### src/rtl/grid_access_arbiter_if.sv
// Bundle of requester-side and grid-RAM-side signals for grid_access_arbiter.
// slave = arbiter view, master = requesters plus RAM (environment) view.
interface grid_access_arbiter_if #(
    parameter int NREQ   = 4,
    parameter int ADDR_W = 32,
    parameter int DATA_W = 32
);
    logic [NREQ-1:0]          req;
    logic [NREQ-1:0]          we_req;
    logic [NREQ-1:0]          lock_req;
    logic [NREQ*ADDR_W-1:0]   addr_req;
    logic [NREQ*DATA_W-1:0]   wdata_req;
    logic [NREQ-1:0]          gnt;
    logic [NREQ-1:0]          rvalid;
    logic signed [DATA_W-1:0] rdata;
    logic                     mem_read;
    logic                     mem_write;
    logic [ADDR_W-1:0]        mem_addr;
    logic signed [DATA_W-1:0] mem_wdata;
    logic signed [DATA_W-1:0] mem_rdata;

    modport slave (
        input  req, we_req, lock_req, addr_req, wdata_req, mem_rdata,
        output gnt, rvalid, rdata, mem_read, mem_write, mem_addr, mem_wdata
    );

    modport master (
        output req, we_req, lock_req, addr_req, wdata_req, mem_rdata,
        input  gnt, rvalid, rdata, mem_read, mem_write, mem_addr, mem_wdata
    );
endinterface

### src/rtl/grid_access_arbiter.sv
// Round-robin arbiter giving NREQ requesters one grid-RAM access per cycle, with read-data return.
// Optional single-owner lock mode is enabled by defining GRID_ARB_LOCK_EN.
module grid_access_arbiter #(
    parameter int NREQ   = 4,
    parameter int ADDR_W = 32,
    parameter int DATA_W = 32
) (
    input  logic                clk,
    input  logic                reset,
    grid_access_arbiter_if.slave bus,
    output logic [31:0]         conflict_cnt
);
    localparam int IDX_W = (NREQ > 1) ? $clog2(NREQ) : 1;

`ifdef GRID_ARB_LOCK_EN
    typedef enum logic [0:0] {ARB = 1'b0, LOCKED = 1'b1} state_t;
`else
    typedef enum logic [0:0] {ARB = 1'b0} state_t;
`endif

    function automatic logic [31:0] sat_inc(input logic [31:0] v);
        return (v == 32'hFFFF_FFFF) ? v : v + 32'd1;
    endfunction

    state_t                   state_q, state_d;
    logic [IDX_W-1:0]         last_gnt_q;
    logic [IDX_W-1:0]         win_idx;
    logic [IDX_W-1:0]         cand;
    logic                     win_vld;
    logic                     win_we;
`ifdef GRID_ARB_LOCK_EN
    logic                     win_lock;
`endif
    logic [ADDR_W-1:0]        win_addr;
    logic signed [DATA_W-1:0] win_wdata;

    logic [NREQ-1:0]          gnt_p1;
    logic                     rd_p1;
    logic                     wr_p1;
    logic [ADDR_W-1:0]        addr_p1;
    logic signed [DATA_W-1:0] wdata_p1;
    logic [NREQ-1:0]          vld_p2;
    logic [31:0]              conflict_cnt_q;

    always_comb begin
        win_vld   = 1'b0;
        win_idx   = last_gnt_q;
        cand      = last_gnt_q;
        win_we    = 1'b0;
`ifdef GRID_ARB_LOCK_EN
        win_lock  = 1'b0;
`endif
        win_addr  = '0;
        win_wdata = '0;
        state_d   = state_q;

        // Walk from the farthest candidate to the nearest so (last_gnt+1) ends up with top priority.
        if (state_q == ARB) begin
            for (int i = NREQ; i >= 1; i--) begin
                cand = IDX_W'((int'(last_gnt_q) + i) % NREQ);
                if (bus.req[cand]) begin
                    win_vld = 1'b1;
                    win_idx = cand;
                end
            end
        end else begin
            win_vld = bus.req[last_gnt_q];
        end

        for (int k = 0; k < NREQ; k++) begin
            if (win_idx == IDX_W'(k)) begin
                win_we    = bus.we_req[k];
`ifdef GRID_ARB_LOCK_EN
                win_lock  = bus.lock_req[k];
`endif
                win_addr  = bus.addr_req[k*ADDR_W +: ADDR_W];
                win_wdata = $signed(bus.wdata_req[k*DATA_W +: DATA_W]);
            end
        end

`ifdef GRID_ARB_LOCK_EN
        // While locked, win_idx is the owner, so win_lock is the owner's lock hold.
        if (state_q == ARB) begin
            if (win_vld && win_lock) state_d = LOCKED;
        end else if (!win_lock) begin
            state_d = ARB;
        end
`endif
    end

    always_ff @(posedge clk or posedge reset) begin
        if (reset) begin
            state_q        <= ARB;
            last_gnt_q     <= IDX_W'(NREQ - 1);
            gnt_p1         <= '0;
            rd_p1          <= 1'b0;
            wr_p1          <= 1'b0;
            addr_p1        <= '0;
            wdata_p1       <= '0;
            vld_p2         <= '0;
            conflict_cnt_q <= '0;
        end else begin
            state_q <= state_d;
            if ($countones(bus.req) >= 2) conflict_cnt_q <= sat_inc(conflict_cnt_q);

            // Stage p1: accepted request drives the RAM strobes for one cycle.
            if (win_vld) begin
                gnt_p1     <= NREQ'(1) << win_idx;
                rd_p1      <= ~win_we;
                wr_p1      <= win_we;
                addr_p1    <= win_addr;
                wdata_p1   <= win_wdata;
                last_gnt_q <= win_idx;
            end else begin
                gnt_p1 <= '0;
                rd_p1  <= 1'b0;
                wr_p1  <= 1'b0;
            end

            // Stage p2: owner tag of a read, aligned with the RAM's returned data.
            vld_p2 <= rd_p1 ? gnt_p1 : '0;
        end
    end

    assign bus.gnt       = gnt_p1;
    assign bus.mem_read  = rd_p1;
    assign bus.mem_write = wr_p1;
    assign bus.mem_addr  = addr_p1;
    assign bus.mem_wdata = wdata_p1;
    assign bus.rvalid    = vld_p2;
    assign bus.rdata     = (|vld_p2) ? bus.mem_rdata : '0;
    assign conflict_cnt  = conflict_cnt_q;
endmodule

### src/flat_wrapper.sv
// flat-port wrapper written by rule: the top's interface ports become plain ports
module grid_access_arbiter_flat 
#(
    parameter int NREQ   = 4,
    parameter int ADDR_W = 32,
    parameter int DATA_W = 32
)
  (clk, reset, conflict_cnt, bus_req, bus_we_req, bus_lock_req, bus_addr_req, bus_wdata_req, bus_mem_rdata, bus_gnt, bus_rvalid, bus_rdata, bus_mem_read, bus_mem_write, bus_mem_addr, bus_mem_wdata);
  grid_access_arbiter_if #(.NREQ(NREQ), .ADDR_W(ADDR_W), .DATA_W(DATA_W)) bus_i ();
  input  logic clk;
  input  logic reset;
  output logic [31:0] conflict_cnt;
  input wire logic [$bits(bus_i.req)-1:0] bus_req;
  input wire logic [$bits(bus_i.we_req)-1:0] bus_we_req;
  input wire logic [$bits(bus_i.lock_req)-1:0] bus_lock_req;
  input wire logic [$bits(bus_i.addr_req)-1:0] bus_addr_req;
  input wire logic [$bits(bus_i.wdata_req)-1:0] bus_wdata_req;
  input wire logic [$bits(bus_i.mem_rdata)-1:0] bus_mem_rdata;
  output wire logic [$bits(bus_i.gnt)-1:0] bus_gnt;
  output wire logic [$bits(bus_i.rvalid)-1:0] bus_rvalid;
  output wire logic [$bits(bus_i.rdata)-1:0] bus_rdata;
  output wire logic [$bits(bus_i.mem_read)-1:0] bus_mem_read;
  output wire logic [$bits(bus_i.mem_write)-1:0] bus_mem_write;
  output wire logic [$bits(bus_i.mem_addr)-1:0] bus_mem_addr;
  output wire logic [$bits(bus_i.mem_wdata)-1:0] bus_mem_wdata;
  assign bus_i.req = bus_req;
  assign bus_i.we_req = bus_we_req;
  assign bus_i.lock_req = bus_lock_req;
  assign bus_i.addr_req = bus_addr_req;
  assign bus_i.wdata_req = bus_wdata_req;
  assign bus_i.mem_rdata = bus_mem_rdata;
  assign bus_gnt = bus_i.gnt;
  assign bus_rvalid = bus_i.rvalid;
  assign bus_rdata = bus_i.rdata;
  assign bus_mem_read = bus_i.mem_read;
  assign bus_mem_write = bus_i.mem_write;
  assign bus_mem_addr = bus_i.mem_addr;
  assign bus_mem_wdata = bus_i.mem_wdata;
  grid_access_arbiter #(.NREQ(NREQ), .ADDR_W(ADDR_W), .DATA_W(DATA_W)) u_core (.clk(clk), .reset(reset), .bus(bus_i), .conflict_cnt(conflict_cnt));
endmodule
### config.mk
export PLATFORM = sky130hd
export DESIGN_NAME = grid_access_arbiter_flat
export DESIGN_NICKNAME = d
export VERILOG_FILES = /design/src/rtl/grid_access_arbiter_if.sv /design/src/rtl/grid_access_arbiter.sv /design/src/flat_wrapper.sv
export SDC_FILE = /design/constraint.sdc
export NUM_CORES = 1
export LEC_CHECK = 0
export ABC_AREA = 1
export BUFFER_PORTS_ARGS = -buffer_cell sky130_fd_sc_hd__buf_2
export CAP_MARGIN = 20
export CORE_AREA = 3 3 171 173
export DETAILED_ROUTE_END_ITERATION = 8
export DIE_AREA = 0 0 174 176
export MAX_ROUTING_LAYER = met4
export PLACE_DENSITY = 0.65
export SLEW_MARGIN = 0
export SYNTH_ARGS = -nofsm -noshare
export SYNTH_HDL_FRONTEND = slang
export SYNTH_SLANG_ARGS = --single-unit
### constraint.sdc
create_clock -name clk -period 5.2 [get_ports clk]
set_clock_uncertainty 0.2 [all_clocks]
set_input_delay 1.56 -clock clk [delete_from_list [all_inputs] [get_ports clk]]
set_output_delay 1.56 -clock clk [all_outputs]
set_load 0.01 [all_outputs]
After elaboration in Yosys (flattened, before gate mapping)
Cells that the tools add are included.
- flip-flop bits (word level): 108
- bits of input ports: 302
- output and inout port bits: 138
- word-level logic and storage cells: 64
- add/subtract/negate cells: 8
- order comparisons: 5
- equality and inequality tests: 4
- shifts and indexed selects: 1
- muxes and demuxes: 33
- bitwise gates (word level): 2
- reductions and logical operators: 3
- operators with widths (operator ; count):
    32-bit two-way mux ; 9
    32-bit by 1-bit adder with 32-bit output, second input constant ; 1
    32-bit adder ; 1
    32-bit == test, second input constant ; 1
    32-bit by 3-bit greater-or-equal comparator with 1-bit output, second input constant ; 1
    1-bit two-way mux ; 14
    2-bit by 3-bit < comparator with 1-bit output, second input constant ; 4
    1-bit binary-select mux with 2-bit select ; 4
    2-bit two-way mux ; 4
    4-bit two-way mux ; 2
    1-bit by 1-bit adder with 2-bit output ; 2
    2-bit by 1-bit adder with 2-bit output, second input constant ; 2
    2-bit adder, second input constant ; 2
    2-bit == test, second input constant ; 2
    4-bit OR reduction ; 1
    1-bit by 2-bit left shift with 4-bit output, first input constant ; 1
    2-bit by 1-bit == test with 1-bit output, second input constant ; 1
    2-bit zero test ; 1
    1-bit NOT ; 2
    2-bit AND reduction ; 1

Depth between registers and ports, before layout
- word-level depth: 14
- mapped depth: 17
- depth with buffers taken out: 14

Worst setup path before layout
No wires, ideal clock.
- kind: input port to output port
- start: input bus_mem_rdata[0]
- end: output bus_rdata[0]
- data arrival time: 1.751 ns
- required time: 3.440 ns
- slack: 1.689 ns
- stages on the path: 2
- buffers on the path: 0
- cell sequence: inv_1 > nor2_1
- cells in the longest elaborated chain, start to end: 1
- ends and longest elaborated chain (what ; line ; RTL):
    start: declaration ; flat_wrapper.sv:18 ; input wire logic [$bits(bus_i.mem_rdata)-1:0] bus_mem_rdata;
    32-bit two-way mux ; grid_access_arbiter.sv:131 ; assign bus.rdata = (|vld_p2) ? bus.mem_rdata : '0;
    end: declaration ; flat_wrapper.sv:21 ; output wire logic [$bits(bus_i.rdata)-1:0] bus_rdata;
Every way passes these cells.

Final worst setup path
- start: input bus_req[1]
- end: register u_core.wdata_p1[25], in the netlist u_core.bus.mem_wdata[25]
- cells in the longest elaborated chain, start to end: 11
- elaborated cells between the ends (all ways): 24
- those cells by class: eq/ne (3); mux (20); reduce/logical (1)
- ends and longest elaborated chain (what ; line ; RTL):
    start: declaration ; flat_wrapper.sv:13 ; input wire logic [$bits(bus_i.req)-1:0] bus_req;
    1-bit binary-select mux with 2-bit select ; grid_access_arbiter.sv:61 ; if (bus.req[cand]) begin
    1-bit two-way mux (not written as such) ; grid_access_arbiter.sv:61 ;
    2-bit two-way mux (4 in a row) ; grid_access_arbiter.sv:61 ;
    2-bit zero test ; grid_access_arbiter.sv:71 ; if (win_idx == IDX_W'(k)) begin
    32-bit two-way mux (4 in a row) ; grid_access_arbiter.sv:71 ;
    end signal: assignment ; grid_access_arbiter.sv:112 ; wdata_p1 <= win_wdata;
    end: declaration ; grid_access_arbiter.sv:41 ; logic signed [DATA_W-1:0] wdata_p1;
Several ways; a longest one is shown, not always the timed one. The select of a mux whose other input is x is not followed.
A chain may end at the register's enable or synchronous reset.

==> flow_metrics.env <==
export IMPL_drt_total_wl_mm=30.32
export IMPL_synth_common_cells="371 x nand2_1, 160 x inv_1, 128 x nand3_1, 106 x dfrtp_1, 75 x nor2_1"
export IMPL_leakage_nw=5.779
export IMPL_postCtsSetupRepairBufs=0
export IMPL_drv_cap=0
export IMPL_clock_latency_ns=0.35
export IMPL_synth_area_top_cells="dfrtp_1 36%, nand2_1 19%, nand3_1 8.7%, inv_1 8.2%, o21ai_0 4.8%"
export IMPL_cts_tree="built"
export IMPL_dp_hpwl_mm=23.19
export IMPL_required_ns=5.29
export IMPL_synth_area_per_cell_sq_um=6.440
export IMPL_port_buffers=435
export IMPL_synthAdderAreaFrac_pct=0.7839
export IMPL_cts_buffers=9
export IMPL_timing_final_crit_share_pct=71.88
export IMPL_grt_ovfl_total=0
export IMPL_placed_cells=1901
export IMPL_reg2reg_slack_ns=2.14
export IMPL_status="finished, final reports clean"
export IMPL_powerDensity_nw_per_um2=715.6
export IMPL_path_max_fanout=26
export IMPL_fp_dieW_um=174
export IMPL_fin_crit_ns=3.738
export IMPL_htreeDepth=3
export IMPL_synth_seq_cells=108
export IMPL_layoutNonFillerInstCount=1925
export IMPL_total_power_mw=7.262
export IMPL_via_per_inst=4.638
export IMPL_route_detailed_drc=0
export IMPL_reg2reg_to="u_core.bus.mem_wdata[25]"
export IMPL_start_util_pct=26.43
export IMPL_hold_path_class="register to register"
export IMPL_yosysWarnings=0
export IMPL_drv_slew=0
export IMPL_yosysTopAreaCell="dfrtp_1"
export IMPL_async_flop_share_pct=100.0
export IMPL_tns_ns=0
export IMPL_fill_cells=3085
export IMPL_synth_most_common_cell="nand2_1"
export IMPL_synthFlopType="dfrtp_1"
export IMPL_vias=8929
export IMPL_clockBufferDepth=2
export IMPL_ctsHoldBuffers=0
export IMPL_fmaxAchievable_mhz=267.6
export IMPL_detail_route_antenna_nets=0
export IMPL_core_area_sq_um=27780
export IMPL_antenna_found_initial=7
export IMPL_synth_distinct_cells=29
export IMPL_synth_edf_count=0
export IMPL_r2r_start="u_core.last_gnt_q[0]"
export IMPL_placed_cell_area_sq_um=9831
export IMPL_start_kind="input port"
export IMPL_cts_resized=0
export IMPL_drive_gt1_share_pct=31.58
export IMPL_synth_top_area_share_pct=36.13
export IMPL_grtUsageTotal_pct=19.46
export IMPL_whs_ns=0.2687
export IMPL_synth_xor_area_share_pct=3.459
export IMPL_worstMarginPinSlew_ns=0.9285
export IMPL_synth_top_family_by_area="simple AND/OR/NAND/NOR gates"
export IMPL_num_nets_final=1840
export IMPL_cts_sinks=108
export IMPL_ios=440
export IMPL_place_congestion=0.9028
export IMPL_grt_max_degree=70
export IMPL_routedWlPerCell_um=15.75
export IMPL_grt_first_pass_wirelength_mm=45.86
export IMPL_clk_pin_slew_ns=0.08
export IMPL_ys_seq_area_share_pct=36.84
export IMPL_end_kind="register"
export IMPL_synth_cell_area_sq_um=7342
export IMPL_dieArea_sq_um=30620
export IMPL_path_class="input port to register"
export IMPL_hold_path_depth=2
export IMPL_synth_compound_area_share_pct=8.453
export IMPL_setup_viol=0
export IMPL_drt_iter0_drc=639
export IMPL_holdPathEnd="u_core.bus.rvalid[1]"
export IMPL_ff2ff_path_depth=15
export IMPL_syn_to_final_growth_pct=38.22
export IMPL_row_count=61
export IMPL_min_delay_start="u_core.bus.gnt[1]"
export IMPL_final_hold_viol_count=0
export IMPL_synth_simple_area_share_pct=37.44
export IMPL_firstDrtPassIters=7
export IMPL_root_buffer="clkbuf_16"
export IMPL_synth_fp_nets=1446
export IMPL_die_h_um=176
export IMPL_syn_instance_count=1140
export IMPL_final_area_sq_um=10150
export IMPL_peakVddDrop_uv=328.3
export IMPL_relSlewSlack_pct=37.88
export IMPL_arrival_ns=3.83
export IMPL_grt_pass1_vias=8387
export IMPL_rsz0062_at_grt="no"
export IMPL_synth_mux_area_share_pct=0
-- metrics by stage --
stage / util [%] / setup WS, ns
2_1_floorplan: - / 0.5977
3_3_place_gp: 35.39 / 1.144
3_5_place_dp: 35.39 / 1.083
4_1_cts: 36.46 / 1.456
5_1_grt: 36.51 / 1.247
6_report: 36.53 / 1.462
-- how the worst max path moves through the flow --
stage	end	slack, ns	depth (start not counted)	from
3_5_place_dp	u_core.conflict_cnt[21]	1.08	11	bus_req[0]
6_report	u_core.bus.mem_wdata[25]	1.46	14	bus_req[1]
2_1_floorplan	u_core.bus.gnt[0]	0.60	1	reset
4_1_cts	bus_rdata[20]	1.46	4	bus_mem_rdata[20]
3_3_place_gp	u_core.conflict_cnt[21]	1.14	11	bus_req[0]
5_1_grt	u_core.bus.mem_wdata[25]	1.25	15	bus_req[1]
-- placed cells by master, fill, tap and decap left out, drive strengths merged, types with 2 or more instances in the layout --
cell / count
inv: 167
clkbuf: 12
dfrtp: 106
buf: 450
nand3: 129
dfstp: 2
xor2: 22
nand2: 374
nor3: 19
diode: 8
nor4: 5
xnor2: 7
clkinv: 3
nor2: 77
ha: 3
o21ai: 119
nand4: 41
-- sequential cells by signal, summed over array words and instances, names as in the netlist --
register / cells
u_core.conflict_cnt: 32
u_core.bus.mem_write: 1
u_core.bus.rvalid: 4
u_core.bus.gnt: 4
u_core.bus.mem_addr: 32
u_core.bus.mem_wdata: 32
u_core.last_gnt_q: 2
u_core.bus.mem_read: 1
-- logic make-up (layout without fill, tap and decap cells) --
kind of cell             after synthesis  in the layout
flip-flops                           108            108
XOR/XNOR                              29             29
AO/OA/AOI/OAI                        121            121
adder cells (fa/ha/maj)                4              4
other                                  0              8
AND/OR/NAND/NOR                      645            645
buffers and inverters                233            632
-- routing by layer --
layer	routed length [um]	up-vias	track usage [%]
met5	0	-	-
met4	969	0	7.239
met3	2412	53	4.194
met2	14390	445	31.64
met1	12540	4057	23.86
li1	-	4374	-
-- worst max-delay path, cell delays in order --
cell and delay (ns):
buf_2 0.12, inv_1 0.07, o21ai_1 0.17, nand2_1 0.12
nand2_1 0.09, inv_2 0.05, nand3_2 0.09, nand2_4 0.12
nor2_4 0.58, buf_4 0.43, nand2_1 0.10, nand3_1 0.17
nand2_1 0.07, nand2_1 0.05
-- power by group --
part / internal [mW] / switching, mW / leakage, nW
Combinational: 1.64 / 3.44 / 4.29
Clock: 0.368 / 0.340 / 0.149
Sequential: 1.25 / 0.228 / 1.34
-- area by class of cell --
| type | count | area [sq um] | area share [%] |
|---|---|---|---|
| Multi-Input combinational cell | 799 | 3697 | 36.43 |
| Sequential cell | 108 | 2705 | 26.66 |
| Timing Repair Buffer | 450 | 2327 | 22.93 |
| Inverter | 166 | 628.1 | 6.189 |
| Tap cell | 378 | 473.0 | 4.660 |
| Clock buffer | 12 | 266.5 | 2.626 |
| Clock inverter | 4 | 31.28 | 0.3082 |
| Antenna cell | 8 | 20.02 | 0.1973 |
Power figures use the tool's default switching activity.
